## src/rtl/seg7_pkg.sv

```systemverilog
// rtl/seg7_pkg.sv - shared constants, FSM state type and digit patterns for the score display
// Contents: DIGITS, SEG_BLANK, state_t, seg_pattern() (BCD digit -> active-low g..a pattern).
package seg7_pkg;

    localparam int unsigned DIGITS    = 4;
    localparam logic [6:0]  SEG_BLANK = 7'b1111111;

    typedef enum logic [1:0] {
        ST_IDLE,
        ST_CONV,
        ST_COMMIT
    } state_t;

    // Bit order g..a, active-low; non-decimal codes fall back to blank.
    function automatic logic [6:0] seg_pattern(input logic [3:0] d);
        case (d)
            4'd0:    return 7'b1000000;
            4'd1:    return 7'b1111001;
            4'd2:    return 7'b0100100;
            4'd3:    return 7'b0110000;
            4'd4:    return 7'b0011001;
            4'd5:    return 7'b0010010;
            4'd6:    return 7'b0000010;
            4'd7:    return 7'b1111000;
            4'd8:    return 7'b0000000;
            4'd9:    return 7'b0010000;
            default: return SEG_BLANK;
        endcase
    endfunction

endpackage

```

## src/rtl/score_seg_display_if.sv

```systemverilog
// rtl/score_seg_display_if.sv - score update channel between game core and display stage
// Signals: score (binary score), score_valid (single-cycle strobe), busy (conversion in flight).
// Modports: master = score source, slave = display stage.
interface score_if #(
    parameter int SCORE_W = 14
);
    logic [SCORE_W-1:0] score;
    logic               score_valid;
    logic               busy;

    modport master (output score, output score_valid, input busy);
    modport slave  (input score, input score_valid, output busy);
endinterface

```

## src/rtl/bin2bcd_seq.sv

```systemverilog
// rtl/bin2bcd_seq.sv - sequential shift-add-3 binary to 4-digit BCD converter
// Ports: clk, clr_n (async active-low), start (load bin), bin (operand, <= 9999),
//        done (high during the final iteration cycle), bcd (result, stable once done).
module bin2bcd_seq #(
    parameter int W = 14
) (
    input  logic         clk,
    input  logic         clr_n,
    input  logic         start,
    input  logic [W-1:0] bin,
    output logic         done,
    output logic [15:0]  bcd
);
    localparam int CW = $clog2(W + 1);

    logic            run;
    logic [CW-1:0]   cnt;
    // {bcd accumulator, remaining binary bits}, shifted as one word.
    logic [15+W:0]   sr;
    logic [15:0]     adj;

    always_comb begin
        adj = sr[15+W -: 16];
        for (int i = 0; i < 4; i++) begin
            if (sr[W+4*i +: 4] >= 4'd5) begin
                adj[4*i +: 4] = sr[W+4*i +: 4] + 4'd3;
            end
        end
    end

    always_ff @(posedge clk or negedge clr_n) begin
        if (!clr_n) begin
            run <= 1'b0;
            cnt <= '0;
            sr  <= '0;
        end else if (start) begin
            run <= 1'b1;
            cnt <= '0;
            sr  <= {16'd0, bin};
        end else if (run) begin
            sr  <= {adj, sr[W-1:0]} << 1;
            cnt <= cnt + CW'(1);
            if (done) begin
                run <= 1'b0;
            end
        end
    end

    assign done = run && (cnt == CW'(W - 1));
    assign bcd  = sr[15+W -: 16];

endmodule

```

## src/rtl/score_seg_display.sv

```systemverilog
// rtl/score_seg_display.sv - score to BCD conversion and 4-digit multiplexed 7-segment drive
// Ports: clk, clr_n (async active-low), upd (score_if.slave: score/score_valid/busy),
//        seg[6:0] (active-low g..a), an[3:0] (active-low one-hot, an[0]=ones), dp (always off).
// Option: SCORE_SEG_LZB_EN enables leading-zero blanking of digits 1..3.
module score_seg_display
    import seg7_pkg::*;
#(
    parameter int CLK_HZ  = 100_000_000,
    parameter int SCAN_HZ = 1000,
    parameter int SCORE_W = 14
) (
    input  logic              clk,
    input  logic              clr_n,
    score_if.slave            upd,
    output logic [6:0]        seg,
    output logic [DIGITS-1:0] an,
    output logic              dp
);
    localparam int DIV_RAW = CLK_HZ / SCAN_HZ;
    localparam int DIV     = (DIV_RAW < 2) ? 2 : DIV_RAW;
    localparam int SW      = $clog2(DIV);
    localparam int IW      = $clog2(DIGITS);

    state_t             state, state_nx;
    logic               start, commit, done;
    logic               pending;
    logic [SCORE_W-1:0] pend_val, load_val, operand;
    logic [15:0]        conv_bcd, disp, disp_nx;
    logic [SW-1:0]      scan_cnt;
    logic [IW-1:0]      idx, idx_nx;
    logic [3:0]         digit;
    logic [6:0]         seg_nx;
    logic               blank;

    // A strobe in the same cycle as a load wins over the older pending value.
    assign load_val = upd.score_valid ? upd.score : pend_val;
    assign operand  = (32'(load_val) > 32'd9999) ? SCORE_W'(32'd9999) : load_val;
    assign upd.busy = (state != ST_IDLE);
    assign dp       = 1'b1;

    bin2bcd_seq #(.W(SCORE_W)) u_conv (
        .clk   (clk),
        .clr_n (clr_n),
        .start (start),
        .bin   (operand),
        .done  (done),
        .bcd   (conv_bcd)
    );

    always_ff @(posedge clk or negedge clr_n) begin
        if (!clr_n) begin
            state <= ST_IDLE;
        end else begin
            state <= state_nx;
        end
    end

    // COMMIT restarts straight into CONV so busy never dips between back-to-back updates.
    always_comb begin
        state_nx = state;
        start    = 1'b0;
        commit   = 1'b0;
        case (state)
            ST_IDLE: begin
                if (upd.score_valid || pending) begin
                    start    = 1'b1;
                    state_nx = ST_CONV;
                end
            end
            ST_CONV: begin
                if (done) begin
                    state_nx = ST_COMMIT;
                end
            end
            ST_COMMIT: begin
                commit = 1'b1;
                if (upd.score_valid || pending) begin
                    start    = 1'b1;
                    state_nx = ST_CONV;
                end else begin
                    state_nx = ST_IDLE;
                end
            end
            default: state_nx = ST_IDLE;
        endcase
    end

    always_ff @(posedge clk or negedge clr_n) begin
        if (!clr_n) begin
            pending  <= 1'b0;
            pend_val <= '0;
        end else if (start) begin
            pending  <= 1'b0;
        end else if (upd.score_valid) begin
            pending  <= 1'b1;
            pend_val <= upd.score;
        end
    end

    // seg/an are registered from next-state values so a commit shows on the very next edge.
    assign disp_nx = commit ? conv_bcd : disp;
    assign idx_nx  = (scan_cnt == SW'(DIV - 1)) ? idx + IW'(1) : idx;
    assign digit   = disp_nx[{idx_nx, 2'b00} +: 4];

`ifdef SCORE_SEG_LZB_EN
    logic [15:0] upper;
    always_comb begin
        upper = disp_nx >> {idx_nx, 2'b00};
        blank = (idx_nx != '0) && (upper == 16'd0);
    end
`else
    assign blank = 1'b0;
`endif

    assign seg_nx = blank ? SEG_BLANK : seg_pattern(digit);

    always_ff @(posedge clk or negedge clr_n) begin
        if (!clr_n) begin
            disp     <= '0;
            scan_cnt <= '0;
            idx      <= '0;
            an       <= ~DIGITS'(1);
            seg      <= seg_pattern(4'd0);
        end else begin
            disp     <= disp_nx;
            scan_cnt <= (scan_cnt == SW'(DIV - 1)) ? '0 : scan_cnt + SW'(1);
            idx      <= idx_nx;
            an       <= ~(DIGITS'(1) << idx_nx);
            seg      <= seg_nx;
        end
    end

endmodule

```

## src/flat_wrapper.sv

```systemverilog
// flat-port wrapper written by rule: the top's interface ports become plain ports
module score_seg_display_flat import seg7_pkg::*;
#(
    parameter int CLK_HZ  = 100_000_000,
    parameter int SCAN_HZ = 1000,
    parameter int SCORE_W = 14
)
  (clk, clr_n, seg, an, dp, upd_score, upd_score_valid, upd_busy);
  score_if #(.SCORE_W(SCORE_W)) upd_i ();
  input  logic clk;
  input  logic clr_n;
  output logic [6:0] seg;
  output logic [DIGITS-1:0] an;
  output logic dp;
  input wire logic [$bits(upd_i.score)-1:0] upd_score;
  input wire logic [$bits(upd_i.score_valid)-1:0] upd_score_valid;
  output wire logic [$bits(upd_i.busy)-1:0] upd_busy;
  assign upd_i.score = upd_score;
  assign upd_i.score_valid = upd_score_valid;
  assign upd_busy = upd_i.busy;
  score_seg_display #(.CLK_HZ(CLK_HZ), .SCAN_HZ(SCAN_HZ), .SCORE_W(SCORE_W)) u_core (.clk(clk), .clr_n(clr_n), .upd(upd_i), .seg(seg), .an(an), .dp(dp));
endmodule
```

## config.mk

```make
export PLATFORM = sky130hd
export DESIGN_NAME = score_seg_display_flat
export DESIGN_NICKNAME = d
export VERILOG_FILES = /design/src/rtl/seg7_pkg.sv /design/src/rtl/score_seg_display_if.sv /design/src/rtl/bin2bcd_seq.sv /design/src/rtl/score_seg_display.sv /design/src/flat_wrapper.sv
export SDC_FILE = /design/constraint.sdc
export NUM_CORES = 1
export LEC_CHECK = 0
export CAP_MARGIN = 5
export CORE_MARGIN = 8
export CORE_UTILIZATION = 60
export DETAILED_ROUTE_END_ITERATION = 10
export GPL_ROUTABILITY_DRIVEN = 0
export PLACE_DENSITY = 0.8
export SYNTH_ARGS = -nofsm -noshare
export SYNTH_HDL_FRONTEND = slang
export SYNTH_HIERARCHICAL = 1
export SYNTH_SLANG_ARGS = --single-unit
```

## constraint.sdc

```tcl
create_clock -name clk -period 9.2 [get_ports clk]
set_input_delay 1.84 -clock clk [delete_from_list [all_inputs] [get_ports clk]]
set_output_delay 1.84 -clock clk [all_outputs]
set_load 0.005 [all_outputs]
```

==> run metrics, run 1 <==
status completed; largest net degree at the start of global routing 66; final antenna-violating net count 0; CTS-repair resized insts 0; post-route cell area 5780 um^2; GRT overflow 0; DRC viols 0; root buffer cell clkbuf_8; Post-DP HPWL 7130 um; Max Fanout on Critical Path 50; most frequent cells in the layout dfrtp_1, nand2_1, mux2i_1, nor2_1, clkdlybuf4s50_1; layout cell share with drive strength beyond 1 11.5%; FP Rows 34; hold buffers post-CTS 0; Pwr per Cell Area 259 nW/um^2; asr flop ratio synth 100%; first-iteration detailed-routing DRC count 202; Placed Cells 623; vias in the first global route 3783; Core Util, Final 66.6%; area growth from synthesis to layout 8.35%; routed len/inst 16.1 um; Die Wd 110 um; initial core utilization 61.5%; Peak VDD IR 0.121 mV; Hold Fails Final Rpt 0; Die Height 110 um; Setup WS pre-CTS 4.48 ns; Tcrit/Tclk final 47.4%; CP startpoint kind input port; Leakage 2.68 nW; Inserted Clock Buffers 9; CTS tree done; post-synthesis cell type count 65; EDFF count, synth 0; fillers 675; clk slew on worst S/H paths 0.09 ns; CP max-delay cell clkdlybuf4s50_1; post-synthesis cell count 521; Final Non-Filler Cells 638; fmax 229 MHz; Worst R2R Setup Slack 5.89 ns; Post-Synthesis Cell Area 5340 um^2; worst-case clock buffer depth 2; largest stage delay on the critical path 1.06 ns; Crit. End Element flop; most used flip-flop cell after synthesis dfrtp_1; DR vias/cell 5.86; Yosys reg bits 98; final WL 10300 um; Least-Margin Pin Slew 1.03 ns; DRT Pass-1 Iters 4; Avg Cell Area, Syn 10.2 um^2; post-placement cell area 5560 um^2; Setup TNS 0 ns; n_diodes 0; fin crit period 4.36 ns; most common cell after layout, fill and taps aside dfrtp_1; Worst slew margin 31.2%; PnR Total Power 1.50 mW; fin nets 559; clock skew 0.0178 ns; crit path DAT 4.61 ns; DIE AREA 12200 um^2; critical-path cell list clkdlybuf4s50_1 > nor2_1 > or2_2 > inv_1 > buf_4 > inv_1 > and3_1 > a311o_1; Ys Warns 6; vias 3740; Net Count, Synth 554; Worst-Skew Late Latency 0.37 ns; CP required 9.45 ns; Core ar. 8680 um^2; Seq/Total Area, Yosys 46.0%; final setup margin 4.84 ns; setup violators final 0; hold_ws 0.490 ns; first-pass GRT wire length 17400 um; Max-Cap Viols 0; Setup CP Type input port to flop; Final Max Slew Viols 0; I/O Buffers 28; post-CTS setup buffers 0; RSZ-0062 raised after global routing no; Hold Path Class flop to flop; # IOs 30; clock sinks 98; Most common cell on crit path inv_1; CTS H-tree depth 3; initial antenna violation count 0; GR Util All Layers 18.0%
-- worst max-delay path: cells and delay by family --
kind | cells | cell delay [ns]
buffers and inverters | 4 | 1.79
and+or+nand+nor | 3 | 0.65
AOI/OAI and AO/OA | 1 | 0.31
-- cells in the mapped netlist, types with 4 or more instances --
cell type,instances,area (um^2)
nand3_1,17,85.1
nor3_1,10,50.1
mux4_2,4,90.1
inv_1,22,82.6
nor2_1,34,128
nand2b_1,11,68.8
a211oi_1,7,52.6
o21ai_1,16,80.1
and3b_1,4,35.0
buf_2,6,30.0
clkbuf_1,10,37.5
a21oi_1,9,45.0
or4_1,5,37.5
mux2i_1,37,370
a21o_1,5,37.5
o21ai_0,9,45.0
nand4_1,10,62.6
and3_1,5,31.3
xnor2_1,12,105
ha_1,16,200
nand2_1,65,244
dfrtp_1,94,2350
xor2_1,9,78.8
buf_4,20,150
dfstp_2,4,105
mux2_2,21,236
-- area by class of cell --
cell class              instances  area [um^2]  area share [%]
multi-input cells             361         2560            44.4
flip-flops and latches         98         2460            42.5
repair buffers                 33          315            5.45
clock buffers                  10          138            2.38
well taps                     108          135            2.34
clock inverters                 5         86.3            1.49
inverters                      23         86.3            1.49
-- flip-flops by register name, indices dropped and copies added (netlist names), 2 cells and up --
| name | cells |
|---|---|
| u_core/an | 4 |
| u_core/pend_val | 14 |
| u_core/idx | 2 |
| u_core/state | 2 |
| u_core/seg | 7 |
| u_core/scan_cnt | 17 |
| u_core/u_conv/cnt | 4 |
| u_core/disp | 16 |
| u_core/u_conv/sr | 30 |
-- metal layers --
metal	routed length, um	GRT usage, %	vias up
met5	0	0	-
met4	212	7.71	0
met3	355	3.55	19
met2	5030	29.9	75
met1	4660	22.4	1832
li1	-	-	1814
-- cells by family (layout without fill, tap and decap cells) --
| logic type | after synthesis | after routing | synth area share, % |
|---|---|---|---|
| AOI/OAI and AO/OA | 75 | 75 | 9.68 |
| xor gates and xnor gates | 21 | 21 | 3.45 |
| adders and majority gates | 16 | 16 | 3.75 |
| buffers and inverters | 62 | 71 | 5.91 |
| DFF | 98 | 98 | 46.0 |
| muxes | 65 | 65 | 13.8 |
| other | 1 | 1 | 0.0703 |
| and+or+nand+nor | 183 | 183 | 17.3 |
-- report_power, final --
part / internal (mW) / switching, mW / total (mW)
Clock: 0.161 / 0.149 / 0.310
Combinational: 0.251 / 0.268 / 0.519
Sequential: 0.550 / 0.119 / 0.669
-- final timing paths --
check | startpoint | endpoint | cells after the start
min reg2reg | u_core/disp[15] | u_core/disp[15] | 2
max reg2reg | u_core/scan_cnt[11] | u_core/seg[3] | 8
min in group asynchronous | clr_n | u_core/scan_cnt[2] | 1
min | u_core/disp[15] | u_core/disp[15] | 2
max in group asynchronous | clr_n | u_core/u_conv/sr[6] | 2
max | upd_score_valid | u_core/u_conv/sr[28] | 8
No activity file was read; power rests on OpenSTA's default activity.
==> inputs of run 2 (changes only) <==
--- a/config.mk
+++ b/config.mk
@@ -7,10 +7,10 @@
 export LEC_CHECK = 0
 export CAP_MARGIN = 5
 export CORE_MARGIN = 8
-export CORE_UTILIZATION = 60
+export CORE_UTILIZATION = 54
 export DETAILED_ROUTE_END_ITERATION = 10
 export GPL_ROUTABILITY_DRIVEN = 0
-export PLACE_DENSITY = 0.8
+export PLACE_DENSITY = 0.76
 export SYNTH_ARGS = -nofsm -noshare
 export SYNTH_HDL_FRONTEND = slang
 export SYNTH_HIERARCHICAL = 1
==> constraint.sdc (replaced) <==
create_clock -name clk -period 3.67 [get_ports clk]
set_input_delay 0.734 -clock clk [delete_from_list [all_inputs] [get_ports clk]]
set_output_delay 0.734 -clock clk [all_outputs]
set_load 0.005 [all_outputs]
==> run 2 against run 1 <==
Flip-flop and latch count unchanged; cell count increased by 4.5%; count of clock-buffer cells in the layout increased by 2; clock power increased by 100%; utilization decreased by 6.8 points; critical path depth unchanged; first-iteration DRC count increased by 18%; die area increased by 9.5%; global-route usage decreased by 1.7 points; clock skew decreased by 0.0044 ns; critical path type is now flop to flop.
==> run metrics, run 2 (synthesis gave the netlist of run 1 again) <==
Leakage 2.67 nW; Setup TNS 0 ns; most frequent cells in the layout dfrtp_1, nand2_1, mux2i_1, nor2_1, clkdlybuf4s50_1; # IOs 30; area growth from synthesis to layout 8.56%; DRC viols 0; I/O Buffers 28; Max-Cap Viols 0; Worst R2R Path Depth 8; final setup margin 0.383 ns; Worst R2R Setup Slack 0.38 ns; critical-path cell list or4b_4 > or4_1 > mux2_2 > a2111o_1 > ha_1 > inv_1 > mux2i_1 > mux2i_1; Worst Hold End u_core/disp[15]; Worst R2R Start u_core/scan_cnt[11]; met1 usage 19.2%; max reg flops 30; Tcrit/Tclk final 89.6%; status completed; first-iteration detailed-routing DRC count 238; GR peak layer met2; fmax 304 MHz; routed len/inst 14.9 um; Setup WS pre-CTS 0.401 ns; crit path DAT 3.49 ns; n_diodes 0; clock sinks 98; FP Rows 36; Combinational Power Share 37.3%; Core ar. 9680 um^2; critical path's top delay family simple AND/OR/NAND/NOR gates; Hold Path Origin u_core/disp[15]; layout cell share with drive strength beyond 1 12.0%; CTS tree done; worst flop-to-flop path endpoint u_core/seg[3]; fin crit period 3.29 ns; Die Height 115 um; Final Max Slew Viols 0; Peak VDD IR 0.358 mV; Hold Fails Final Rpt 0; largest stage delay on the critical path 0.73 ns; Setup CP Type flop to flop; Core Util, Final 59.8%; CP required 3.87 ns; CP bufs+invs 1; Crit. End Element flop; Pwr per Cell Area 620 nW/um^2; final antenna-violating net count 0; Max Fanout on Critical Path 10; cell internal pwr 2.29 mW; switching fraction of total power 36.1%; most common cell after layout, fill and taps aside dfrtp_1; largest reg by FF count u_core/u_conv/sr; met3 Use GR 3.34%; vias 3726; largest net degree at the start of global routing 86; DIE AREA 13300 um^2; setup violators final 0; RSZ-0062 raised after global routing no; Inserted Clock Buffers 9; vias in the first global route 3828; initial core utilization 55.1%; Clk pwr share 17.5%; clk slew on worst S/H paths 0.09 ns; first-pass GRT wire length 17600 um; Final Non-Filler Cells 667; CP max-delay cell or4_1; met2 Track Usage GR 29.0%; post-CTS setup buffers 0; worst hold path depth 2; initial antenna violation count 0; GRT overflow 0; Hold Path Class flop to flop; Worst slew margin 30.9%; Largest regs u_core/u_conv/sr: 30 flops, u_core/scan_cnt: 17 flops, u_core/disp: 16 flops; hold buffers post-CTS 0; clock skew 0.0133 ns; CTS H-tree depth 3; Reg power frac 45.2%; DRT Pass-1 Iters 4; Placed Cells 651; worst-case clock buffer depth 2; DR vias/cell 5.59; CP startpoint kind flop; Worst-Skew Late Latency 0.35 ns; Most common cell on crit path mux2i_1; CTS-repair resized insts 0; final WL 9950 um; switching pwr 1.30 mW; root buffer cell clkbuf_8; fin nets 562; GR Util All Layers 16.3%; Least-Margin Pin Slew 1.04 ns; Die Wd 115 um; Post-DP HPWL 7130 um
-- run 2: changes by cell type in the layout (fill, tap and decap cells not counted), sizes merged --
cell      delta
bufinv       -2
buf          +3
clkinvlp     +1
clkbuf       +2
-- run 2: how the worst max path moves through the flow --
stage | startpoint | slack [ns] | to | cells past startpoint
after global routing | u_core/scan_cnt[11] | 0.20 | u_core/seg[3] | 8
final | u_core/scan_cnt[11] | 0.38 | u_core/seg[3] | 8
after global placement | u_core/scan_cnt[5] | 0.49 | u_core/seg[3] | 8
after floorplan | u_core/scan_cnt[11] | 0.68 | u_core/seg[3] | 9
after detailed placement | u_core/scan_cnt[11] | 0.40 | u_core/seg[3] | 8
after CTS | u_core/scan_cnt[11] | 0.36 | u_core/seg[3] | 8
-- run 2: cell type report --
type / count / area (um^2)
multi-input cells: 361 / 2560
clock buffers: 12 / 155
inverters: 23 / 86.3
clock inverters: 4 / 26.3
repair buffers: 36 / 338
flip-flops and latches: 98 / 2460
well taps: 133 / 166
fillers: 802 / 3890
-- run 2: metrics by stage --
step | cell area (um^2) | hold slack [ns] | power, mW
after floorplan | 5340 | 0.438 | 2.73
after global placement | 5610 | 0.452 | 2.88
after detailed placement | 5610 | 0.459 | 2.98
after CTS | 5790 | 0.481 | 3.63
after global routing | 5790 | 0.519 | 3.90
final | 5790 | 0.479 | 3.59
-- run 2: power by group through the flow --
stage               clock network (mW)  registers (mW)  logic [mW]
floorplan                            0            1.56        1.17
global placement                     0            1.63        1.26
detailed placement                   0            1.65        1.34
CTS                              0.659            1.62        1.34
global route                     0.701            1.67        1.52
finish                           0.628            1.62        1.34
-- run 2: worst reg2reg max path: cells and delay by family, from the launching register on --
family | cells | cell delay [ns]
buffers and inverters | 1 | 0.04
AOI/OAI and AO/OA | 1 | 0.46
DFF | 1 | 0.44
and+or+nand+nor | 2 | 1.30
adders and majority gates | 1 | 0.33
muxes | 3 | 0.57
-- run 2: layer usage --
layer  vias up  routed length (um)
li1       1836                   -
met1      1826                4460
met2        52                5120
met3        12                 254
met4         0                 115
met5         -                   0
==> inputs of run 3 (changes only) <==
--- a/config.mk
+++ b/config.mk
@@ -11,7 +11,9 @@
 export DETAILED_ROUTE_END_ITERATION = 10
 export GPL_ROUTABILITY_DRIVEN = 0
 export PLACE_DENSITY = 0.76
+export SKIP_LAST_GASP = 1
 export SYNTH_ARGS = -nofsm -noshare
 export SYNTH_HDL_FRONTEND = slang
 export SYNTH_HIERARCHICAL = 1
 export SYNTH_SLANG_ARGS = --single-unit
+export TNS_END_PERCENT = 5
==> results of run 3 <==
Same layout as run 2: the final DEF is identical, and so are final timing and power.
